File: src/rtl/rv_fetch_bridge.sv
`timescale 1ns/1ps
// Instruction fetch bridge: a one-word buffer in front of a request/grant memory port.
// Hits are served combinationally; misses run a REQ/WAIT handshake guarded by a timeout.
module rv_fetch_bridge #(
  parameter logic [31:0] NOP_INST = 32'h00000013,
  parameter int          MAX_WAIT = 16
) (
  input  logic        clk,
  input  logic        rst_n,
  input  logic [31:0] inst_addr_i,
  input  logic        flush_i,
  output logic [31:0] inst_o,
  output logic        inst_valid_o,
  output logic        stall_o,
  output logic        misaligned_o,
  output logic        err_o,
  output logic        mem_req_o,
  output logic [31:0] mem_addr_o,
  input  logic        mem_gnt_i,
  input  logic        mem_rvalid_i,
  input  logic [31:0] mem_rdata_i
);

  localparam int CNT_W = $clog2(MAX_WAIT) + 1;
  localparam logic [CNT_W-1:0] LAST_CNT = CNT_W'(MAX_WAIT - 1);

  typedef enum logic [1:0] {IDLE, REQ, WAIT} state_t;

  state_t             state;
  logic [31:2]        buf_tag;
  logic [31:0]        buf_data;
  logic               buf_valid;
  logic [31:0]        req_addr;
  logic               drop;
  logic [CNT_W-1:0]   wait_cnt;
  logic               hit;
  logic               timeout;

  assign hit          = buf_valid && (inst_addr_i[31:2] == buf_tag) && (state == IDLE);
  // A response arriving in the last allowed cycle still counts; only silence times out.
  assign timeout      = (state != IDLE) && (wait_cnt == LAST_CNT)
                        && !((state == WAIT) && mem_rvalid_i);

  assign inst_o       = hit ? buf_data : NOP_INST;
  assign inst_valid_o = hit;
  assign stall_o      = !hit;
  assign misaligned_o = (inst_addr_i[1:0] != 2'b00);
  assign mem_req_o    = (state == REQ);
  assign mem_addr_o   = req_addr;

  always_ff @(posedge clk or negedge rst_n) begin
    if (!rst_n) begin
      state     <= IDLE;
      buf_tag   <= '0;
      buf_data  <= '0;
      buf_valid <= 1'b0;
      req_addr  <= '0;
      drop      <= 1'b0;
      wait_cnt  <= '0;
      err_o     <= 1'b0;
    end else begin
      if (flush_i)
        buf_valid <= 1'b0;
      if ((state != IDLE) && (wait_cnt != '1))
        wait_cnt <= wait_cnt + 1'b1;

      case (state)
        IDLE: begin
          if (!hit && !flush_i) begin
            req_addr <= {inst_addr_i[31:2], 2'b00};
            wait_cnt <= '0;
            state    <= REQ;
          end
        end
        REQ: begin
          if (flush_i)
            drop <= 1'b1;
          // Timeout wins over a late grant so the request is withdrawn cleanly.
          if (timeout) begin
            state     <= IDLE;
            buf_valid <= 1'b0;
            err_o     <= 1'b1;
            drop      <= 1'b0;
          end else if (mem_gnt_i) begin
            state <= WAIT;
          end
        end
        WAIT: begin
          if (flush_i)
            drop <= 1'b1;
          if (mem_rvalid_i) begin
            if (!drop && !flush_i) begin
              buf_data  <= mem_rdata_i;
              buf_tag   <= req_addr[31:2];
              buf_valid <= 1'b1;
            end
            drop  <= 1'b0;
            state <= IDLE;
          end else if (timeout) begin
            state     <= IDLE;
            buf_valid <= 1'b0;
            err_o     <= 1'b1;
            drop      <= 1'b0;
          end
        end
        default: state <= IDLE;
      endcase
    end
  end

endmodule

File: config.mk
export PLATFORM = sky130hd
export DESIGN_NAME = rv_fetch_bridge
export DESIGN_NICKNAME = d
export VERILOG_FILES = /design/src/rtl/rv_fetch_bridge.sv
export SDC_FILE = /design/constraint.sdc
export NUM_CORES = 1
export LEC_CHECK = 0
export CAP_MARGIN = 20
export CORE_MARGIN = 8
export CORE_UTILIZATION = 34
export CTS_CLUSTER_SIZE = 40
export DETAILED_ROUTE_END_ITERATION = 10
export HOLD_SLACK_MARGIN = 0.12
export PLACE_DENSITY = 0.57
export SLEW_MARGIN = 40
export SYNTH_ARGS = -nofsm -noshare
export SYNTH_HDL_FRONTEND = slang
export SYNTH_SLANG_ARGS = --single-unit
File: constraint.sdc
create_clock -name clk -period 2.7 [get_ports clk]
set_input_delay 0.54 -clock clk [delete_from_list [all_inputs] [get_ports clk]]
set_output_delay 0.54 -clock clk [all_outputs]
set_load 0.02 [all_outputs]
### Word-level counts from Yosys, hierarchy flattened

Index checks and enable logic that the tools add are counted.

* add/subtract/negate cells: 1
* multiply operators: 0
* divide/modulo/power cells: 0
* magnitude comparators: 0
* equality and inequality tests: 9
* shifts and indexed selects: 0
* multiplexer cells: 22
* bitwise operators: 0
* reductions and logical operators: 20

Operators with widths (number)
* $mux W32: 1
* $eq A30 B30 Y1: 1
* $mux W5: 3
* $mux W2: 5
* $mux W1: 9
* $logic_and A1 B1 Y1: 8
* $pmux W1 S2: 3
* $pmux W2 S3: 1
* $reduce_and A3 Y1: 2
* $reduce_bool A2 Y1: 3
* $add A5 B1 Y5 const B: 1
* $eq A5 B4 Y1 const B: 1
* $ne A5 B5 Y1 const B: 1
* $logic_not A1 Y1: 4
* $reduce_and A2 Y1: 2
* $ne A3 B1 Y1 const B: 1
* $ne A3 B3 Y1 const B: 1
* $eq A2 B1 Y1 const B: 1
* $eq A2 B2 Y1 const B: 1
* $logic_not A2 Y1: 1
* $ne A2 B1 Y1 const B: 1
* $ne A2 B2 Y1 const B: 1

* register bits: 102
* latch bits: 0
* memory bits (writable): 0
* bits in read-only memories: 0
* input bits: 69
* output and inout port bits: 69
* logic and storage cells: 60
* memories kept: 0

### Depth between registers and ports, before layout

Gate-level depths: netlist (run 1).

* depth in word-level cells: 7
* mapped depth: 8
* depth with buffers taken out: 8

### Least setup slack after synthesis (run 1)

No wires, ideal clock.

* path type: input to output
* start: input inst_addr_i[9]
* end: output inst_o[0]
* arrival: 2.159 ns
* required time: 2.160 ns
* path slack: 0.001 ns
* stages on the path: 5
* path buffers: 0
* cells stage by stage: xor2_1 or4_1 nor4_1 and2_1 nand2b_1

* word-level cells in the longest chain between the ends: 4

RTL lines
* start, declared: RTL line 10 `input logic [31:0] inst_addr_i,`
* $eq A30 B30 Y1: RTL line 39 `assign hit = buf_valid && (inst_addr_i[31:2] == buf_tag) && (state == IDLE);`
* $logic_and A1 B1 Y1 (2 in series): RTL line 39
* named net inst_valid_o: RTL line 13 `output logic inst_valid_o,`
* $mux W32: RTL line 44 `assign inst_o = hit ? buf_data : NOP_INST;`
* end, declared: RTL line 12 `output logic [31:0] inst_o,`

The timed path passes the listed nets, and every way through them passes these cells.

### Final worst setup path (run 1)

* start: input inst_addr_i[9]
* end: output inst_o[4]

* word-level cells in the longest chain between the ends: 4

RTL lines (RTL line)
* $eq A30 B30 Y1: 39
* $logic_and A1 B1 Y1 (2 in series): 39
* $mux W32: 44

No other way between the ends.

==> qor.txt, run 1 <==
register area share after synthesis: 53.3%
Critical Path End Type: output pin
Residual DRC: 0
CTS tree: yes
First-pass DRT Iterations: 4
Mean Syn Cell Area: 13.1 sq um
post-synth top area share: 53.3%
vias in the first global route: 3792
first-pass GRT wire length: 20.4 mm
Final nets: 619
Leakage: 3.33 nW
Boundary Pins: 138
# clock sinks: 102
RSZ-0062 raised after global routing: true
mapped cell area: 0.00479 sq mm
initial DRC count: 145
core box area: 0.0138 sq mm
violations in the final reports: negative setup slack
P&R area growth vs syn: 54.0%
Fin. Hold Viols: 0
distinct cell type count after synthesis: 45
clk root buf: clkbuf_16
Detail Placement HPWL: 9.11 mm
Clk pin slew, worst setup/hold paths: 70 ps
post-synthesis cell count: 367
Initial Util: 34.6%
clock group share of total power: 18.7%
CP max FO: 5
multi-input logic area: 0.00240 sq mm
initial antenna violation count: 0
Worst Path Arrival: 2330 ps
H-tree level count: 3
YS warnings: 0
clock tree buffer depth: 2
worst vdd ir: 0.476 mV
Final min period: 2870 ps
largest net degree at the start of global routing: 57
most frequent cell after synthesis: dfrtp_1
Synth Flop Type: dfrtp_1
Routed wire per std cell: 17.2 um
die span in x: 135 um
Final Wtd Congestion: 0.781
via count: 3505
Peak Freq: 349 MHz
startpoint type of the worst setup path: primary input
Switching Share: 32.3%
diodes inserted: 0
worst min path class: primary input to flip-flop
sequential power share: 40.8%
Final Max Slew Viols: 0
IO buf count: 135
ys async rst share: 100%
Post-synth EDFFs: 0
# rows: 43
combinational share of power: 40.5%
hold slack: 481 ps
share of cells above drive strength 1: 42.9%
Pwr Total: 6.69 mW
Synth area leaders: dfrtp_1 (53%), mux2_2 (21%), xnor2_1 (4.0%)
gr usage total: 14.3%
endpoints failing setup: 34
GRT overflow: 0
Die Y: 135 um
CTS buffer count: 9
Clk Latency, worst-skew pair: 350 ps
internal power: 4.53 mW
die area: 0.0181 sq mm
Synth top cells by count: dfrtp_1 (102), mux2_2 (89), and3_1 (30)
Sw Pwr: 2.16 mW
skew final: 6.75 ps
pwr dens: 907 mW/mm^2
crit share post-route: 106%
cell taking the most area after synthesis: dfrtp_1
Register Area: 0.00255 sq mm
Critical Path RT: 2160 ps
Final WS setup: -167 ps
critical path class: primary input to output pin
Vias/cell: 4.81
status: finished, violations left
Post-DRT Antenna Nets: 0
# fillers: 1208
final WL: 12.5 mm
Yosys reg bits: 102
max_cap viols: 0
## worst paths after layout
| path | from | end | slack [ps] | cells after the start |
|---|---|---|---|---|
| worst min register to register | err_o | err_o | 490 | 1 |
| worst min-delay path | inst_addr_i[4] | mem_addr_o[4] | 480 | 2 |
| min in group asynchronous | rst_n | buf_data[8] | 640 | 2 |
| worst max register to register | buf_tag[18] | mem_addr_o[17] | 110 | 6 |
| max in group asynchronous | rst_n | mem_addr_o[2] | 1370 | 4 |
| worst max-delay path | inst_addr_i[9] | inst_o[4] | -170 | 9 |
## what timing repair did
item	4_1_cts	5_1_grt
gates resized for setup	263	26
buffers inserted	4	0
setup endpoints to repair	65	34
gates cloned	2	0
endpoints found under the hold margin	0	20
pin swaps	17	3
hold buffers	0	1
## per-layer routing
layer,GRT usage (%),share of wire [%],up-vias
li1,-,-,1660
met1,16.3,41,1746
met2,24.7,51,92
met3,5.31,6.7,7
met4,3.37,0.85,0
met5,0,0,-
## power groups by stage
stage	clock (mW)	sequential [mW]	combinational (mW)
CTS	1.31	2.73	2.75
detailed placement	0	2.71	2.67
finish	1.25	2.73	2.71
global placement	0	2.68	2.63
global route	1.37	2.84	2.94
floorplan	0	2.89	1.26
## cells by family (layout without fill, tap and decap cells)
| group | Yosys count | after routing | share of synthesized area (%) |
|---|---|---|---|
| simple gates | 80 | 80 | 10.3 |
| xor+xnor | 36 | 36 | 6.58 |
| mux | 93 | 93 | 21.8 |
| buf+inv | 26 | 206 | 2.66 |
| fa+ha+maj | 7 | 7 | 1.83 |
| flops | 102 | 102 | 53.3 |
| compound gates | 22 | 22 | 3.42 |
| other cells | 1 | 2 | 0.0783 |
## critical path: stages
cell	delay, ps
clkdlybuf4s15_1	200
xor2_1	180
or4_1	530
nor4_2	140
buf_4	200
buf_12	120
and2_4	200
nand2b_1	80
buf_6	130
## area by class of cell
cell class	instances	area share, %
Timing Repair Buffer	182	25.6
Multi-Input combinational cell	240	32.5
Tap cell	180	3.05
Sequential cell	102	34.6
Clock inverter	4	0.644
Clock buffer	12	3.21
Inverter	8	0.407
## placed cells by master (no fill, tap or decap), types with 2 or more instances in the layout
| master | instances |
|---|---|
| clkbuf_1 | 3 |
| ha_1 | 7 |
| nand2_1 | 10 |
| buf_6 | 37 |
| and3_4 | 22 |
| nand3_1 | 3 |
| nor4_1 | 2 |
| or4_1 | 2 |
| nand4_1 | 6 |
| nor3_1 | 4 |
| clkdlybuf4s50_1 | 73 |
| a21oi_1 | 5 |
| nand2b_1 | 2 |
| xnor2_1 | 10 |
| xor2_2 | 6 |
| and3_1 | 8 |
| and4_1 | 3 |
| o22ai_1 | 4 |
| nor4_2 | 2 |
| conb_1 | 2 |
| clkbuf_16 | 9 |
| nor2b_1 | 3 |
| a31oi_1 | 2 |
| buf_12 | 9 |
| clkinv_2 | 2 |
| nand2b_4 | 2 |
| buf_4 | 32 |
| dlygate4sd2_1 | 24 |
| mux2_1 | 3 |
| xor2_1 | 8 |
| xnor2_2 | 12 |
| dfrtp_1 | 102 |
| inv_1 | 7 |
| mux2_2 | 89 |
## metrics by stage
step,cells,setup WS (ps),util (%),area [sq um],TNS [ps]
2_1_floorplan,368,1.39,-,4790,0
3_3_place_gp,704,-939,48.0,6640,-47240
3_5_place_dp,704,-938,48.0,6640,-46770
4_1_cts,726,-179,52.3,7230,-5270
5_1_grt,728,-329,53.4,7380,-10420
6_report,728,-167,53.4,7380,-4870
## state kept, by name, summed over array words and instances, names as in the netlist
signal,flops
state,2
wait_cnt,5
buf_valid,1
drop,1
buf_tag,30
buf_data,32
mem_addr_o,30
err_o,1
(Power assumes the default switching activity.)
==> run 2, diff against run 1 <==
CORE_MARGIN = unset   (was 8)
clock period = 3.5 ns   (was 2.7 ns; I/O delays follow)
==> qor.txt, run 2 (same netlist as run 1, synthesis figures left out) <==
status: finished clean
initial antenna violation count: 0
flip-flop count of the largest register after layout: 32
Final Wtd Congestion: 0.819
clock group share of total power: 22.0%
H-tree level count: 3
first-pass GRT wire length: 18.1 mm
Switching Share: 30.9%
Sw Pwr: 1.60 mW
Initial Util: 34.6%
Worst-Margin Slew: 687 ps
Residual DRC: 0
Routed wire per std cell: 15.4 um
CTS Hold Buffers Added: 0
Vias/cell: 4.85
Detail Placement HPWL: 8.07 mm
CTS buffer count: 9
Boundary Pins: 138
Critical Path RT: 2800 ps
crit share post-route: 95.7%
Final min period: 3350 ps
internal power: 3.58 mW
startpoint type of the worst setup path: primary input
die area: 0.0146 sq mm
clock tree buffer depth: 2
Pwr Total: 5.18 mW
Critical Path End Type: output pin
via count: 3481
Worst Path Arrival: 2650 ps
sequential power share: 39.8%
diodes inserted: 0
GRT overflow: 0
headroom to the max-slew limit: 54.2%
die span in x: 121 um
pwr dens: 760 mW/mm^2
Final Max Slew Viols: 0
P&R area growth vs syn: 42.5%
critical path class: primary input to output pin
largest reg by FF count: buf_data
initial DRC count: 143
share of cells above drive strength 1: 33.1%
final WL: 11.0 mm
IO buf count: 135
Area after DPL: 0.00657 sq mm
CTS tree: yes
core box area: 0.0138 sq mm
max_cap viols: 0
First-pass DRT Iterations: 4
gr usage total: 16.1%
highest-count cells in the layout ignoring fill and taps: dfrtp_1 (102), clkdlybuf4s50_1 (97), mux2_2 (89)
combinational share of power: 38.3%
CP max FO: 6
# rows: 43
worst vdd ir: 0.559 mV
Peak Freq: 299 MHz
largest net degree at the start of global routing: 87
Leakage: 3.20 nW
clk root buf: clkbuf_16
Clk Latency, worst-skew pair: 340 ps
endpoints failing setup: 0
final instance area: 0.00682 sq mm
# clock sinks: 102
Clk pin slew, worst setup/hold paths: 60 ps
vias in the first global route: 3640
worst min path class: primary input to asynchronous set/reset pin
most common cell after layout, fill and taps aside: dfrtp_1
RSZ-0062 raised after global routing: false
Final nets: 608
Fin. Hold Viols: 0
Post-DRT Antenna Nets: 0
skew final: 4.23 ps
Die Y: 121 um
run 2: power groups by stage:
stage | Clock (mW) | Combinational, mW | Sequential, mW
finish | 1.14 | 1.98 | 2.06
global route | 1.23 | 2.15 | 2.15
CTS | 1.19 | 2.02 | 2.07
detailed placement | 0 | 2.01 | 2.08
global placement | 0 | 1.98 | 2.06
floorplan | 0 | 0.968 | 2.23
run 2: final cells by class:
class	count	area (sq um)
Clock inverter	5	106
Fill cell	1264	7000
Inverter	8	30.0
Clock buffer	11	243
Timing Repair Buffer	171	1530
Multi-Input combinational cell	240	2140
Tap cell	180	225
Sequential cell	102	2550
run 2: worst max-delay path, stage by stage:
cell and delay [ps]:
clkdlybuf4s50_1 440, xnor2_1 290, nand4_1 190, nor4_2 270, buf_4 200, and2_4 180
nand2b_1 60, dlygate4sd2_1 320
run 2: what timing repair did:
action	4_1_cts	5_1_grt
buffers inserted	3	0
cloned	0	0
gates resized for setup	123	6
pin swaps	1	1
endpoints found under the setup margin	34	30
run 2: final timing paths:
kind                       depth (start not counted)              to       startpoint  slack (ps)
setup / recovery                                   8       inst_o[0]  inst_addr_i[20]         150
hold / removal                                     1     buf_data[8]            rst_n         390
setup reg to reg                                   6  mem_addr_o[26]       buf_tag[6]         900
hold reg to reg                                    1           err_o            err_o         490
max in group asynchronous                          2    buf_data[25]            rst_n        2450
min in group clk                                   1           err_o            err_o         490
run 2: through the flow:
step / hold WS (ps) / setup TNS, ps / instances / worst slack, ps / utilization (%)
after floorplan: 404 / 0 / 368 / 481 / -
after global placement: 474 / -13910 / 698 / -431 / 47.5
after detailed placement: 470 / -14880 / 698 / -487 / 47.5
after CTS: 443 / 0 / 717 / 24.2 / 49.2
after global routing: 446 / 0 / 717 / 49.6 / 49.3
final: 392 / 0 / 717 / 151 / 49.3
run 2: routing by layer:
layer | up-vias | track usage, % | part of all wire (%)
met5 | - | 0 | 0
met4 | 0 | 3.94 | 0.93
met3 | 6 | 5.47 | 6.7
met2 | 100 | 27.8 | 50
met1 | 1732 | 19.2 | 42
li1 | 1643 | - | -
==> run 3, diff against run 2 <==
CORE_ASPECT_RATIO = 0.5   (was unset)
==> qor.txt, run 3 (same netlist as run 1, synthesis figures left out) <==
Worst-Margin Slew: 609 ps
skew final: 8.37 ps
R2R Setup Slk: 730 ps
Fin. Hold Viols: 0
GRT overflow: 0
critical path class: primary input to output pin
Final Wtd Congestion: 0.731
CP max-delay cell: clkdlybuf4s50_1
WP buf/inv: 4
# placed instances: 705
Sw Pwr: 1.60 mW
Post-DRT Antenna Nets: 0
most common cell after layout, fill and taps aside: dfrtp_1
combinational share of power: 38.4%
die span in x: 170 um
clock group share of total power: 21.2%
CTS tree: yes
die area: 0.0146 sq mm
Final Max Slew Viols: 0
delay-heaviest family, CP: buffers and inverters
Vias/cell: 4.68
Finished Layout Cells: 722
headroom to the max-slew limit: 59.4%
flip-flop count of the largest register after layout: 32
Clk Latency, worst-skew pair: 340 ps
clock tree buffer depth: 2
Clk pin slew, worst setup/hold paths: 70 ps
max_cap viols: 0
RSZ-0062 raised after global routing: false
Final min period: 3360 ps
Leakage: 3.16 nW
CP max FO: 5
critical path, cell by cell: clkdlybuf4s50_1 -> xor2_1 -> or4_1 -> nor4_2 -> buf_4 -> buf_12 -> and2_4 -> nand2b_1 -> buf_2
initial DRC count: 118
Detail Placement HPWL: 7.93 mm
Boundary Pins: 138
diodes inserted: 0
final WL: 11.4 mm
worst r2r src: buf_tag[6]
via count: 3376
# fillers: 1277
startpoint type of the worst setup path: primary input
initial antenna violation count: 0
pwr dens: 750 mW/mm^2
Die Y: 85.9 um
status: finished clean
final instance area: 0.00679 sq mm
Residual DRC: 0
core box area: 0.0137 sq mm
First-pass DRT Iterations: 4
Initial Util: 35.1%
final core occ: 49.7%
largest net degree at the start of global routing: 59
Routed wire per std cell: 15.7 um
setup_tns: 0 ps
Setup Fix Bufs, Post-CTS: 0
Worst Path Arrival: 2660 ps
worst vdd ir: 0.367 mV
clk root buf: clkbuf_16
Peak Freq: 297 MHz
# rows: 30
# clock sinks: 102
crit share post-route: 96.1%
Critical Path RT: 2800 ps
share of cells above drive strength 1: 33.0%
IO buf count: 135
CTS buffer count: 9
worst min path class: primary input to asynchronous set/reset pin
endpoints failing setup: 0
first-pass GRT wire length: 18.3 mm
highest-count cells in the layout ignoring fill and taps: dfrtp_1 (102), clkdlybuf4s50_1 (97), mux2_2 (89)
vias in the first global route: 3549
internal power: 3.49 mW
Final nets: 602
Critical Path End Type: output pin
H-tree level count: 3
multi-input logic area: 0.00213 sq mm
Register Area: 0.00255 sq mm
largest reg by FF count: buf_data
Area after DPL: 0.00658 sq mm
Critical Path Max Stage Delay: 440 ps
Switching Share: 31.5%
hold slack: 348 ps
P&R area growth vs syn: 41.8%
gr usage total: 16.2%
sequential power share: 40.5%
origin of the worst setup path: inst_addr_i[5]
## run 3: timing repair
item	4_1_cts	5_1_grt
hold buffers	0	0
gates cloned	0	2
gates resized for setup	89	47
endpoints found under the setup margin	34	34
pin swaps	1	2
## run 3: metrics by stage
stage                     power [mW]  setup slack, ps
final                           5.10              136
after global routing            5.43             24.2
after CTS                       5.18            0.766
after detailed placement        4.07             -445
after global placement          4.03             -405
after floorplan                 3.20              481
## run 3: path summary, 6_finish.rpt
| kind | endpoint | depth (start not counted) |
|---|---|---|
| setup / recovery | inst_o[4] | 9 |
| hold / removal | buf_data[18] | 1 |
| setup reg to reg | mem_addr_o[25] | 7 |
| hold reg to reg | buf_data[0] | 1 |
| max in group asynchronous | buf_tag[24] | 2 |
| min in group clk | buf_data[0] | 1 |
## run 3: power groups by stage
stage | sequential (mW) | clock (mW) | combinational, mW
finish | 2.06 | 1.08 | 1.96
global route | 2.15 | 1.16 | 2.12
CTS | 2.07 | 1.12 | 1.99
detailed placement | 2.09 | 0 | 1.98
global placement | 2.08 | 0 | 1.95
floorplan | 2.23 | 0 | 0.968
## run 3: routing by layer
layer | up-vias | GRT usage [%] | part of all wire [%]
met3 | 11 | 3.92 | 3.1
met1 | 1669 | 22.1 | 49
met2 | 53 | 26.0 | 47
met5 | - | 0 | 0
met4 | 0 | 4.18 | 1.1
li1 | 1643 | - | -
## run 3: area by class of cell
| type | instances | share of cell area [%] |
|---|---|---|
| clock buffers | 10 | 3.52 |
| clock inverters | 5 | 1.23 |
| inverters | 8 | 0.442 |
| multi-input cells | 240 | 31.3 |
| flip-flops and latches | 102 | 37.6 |
| well taps | 192 | 3.54 |
| repair buffers | 165 | 22.4 |
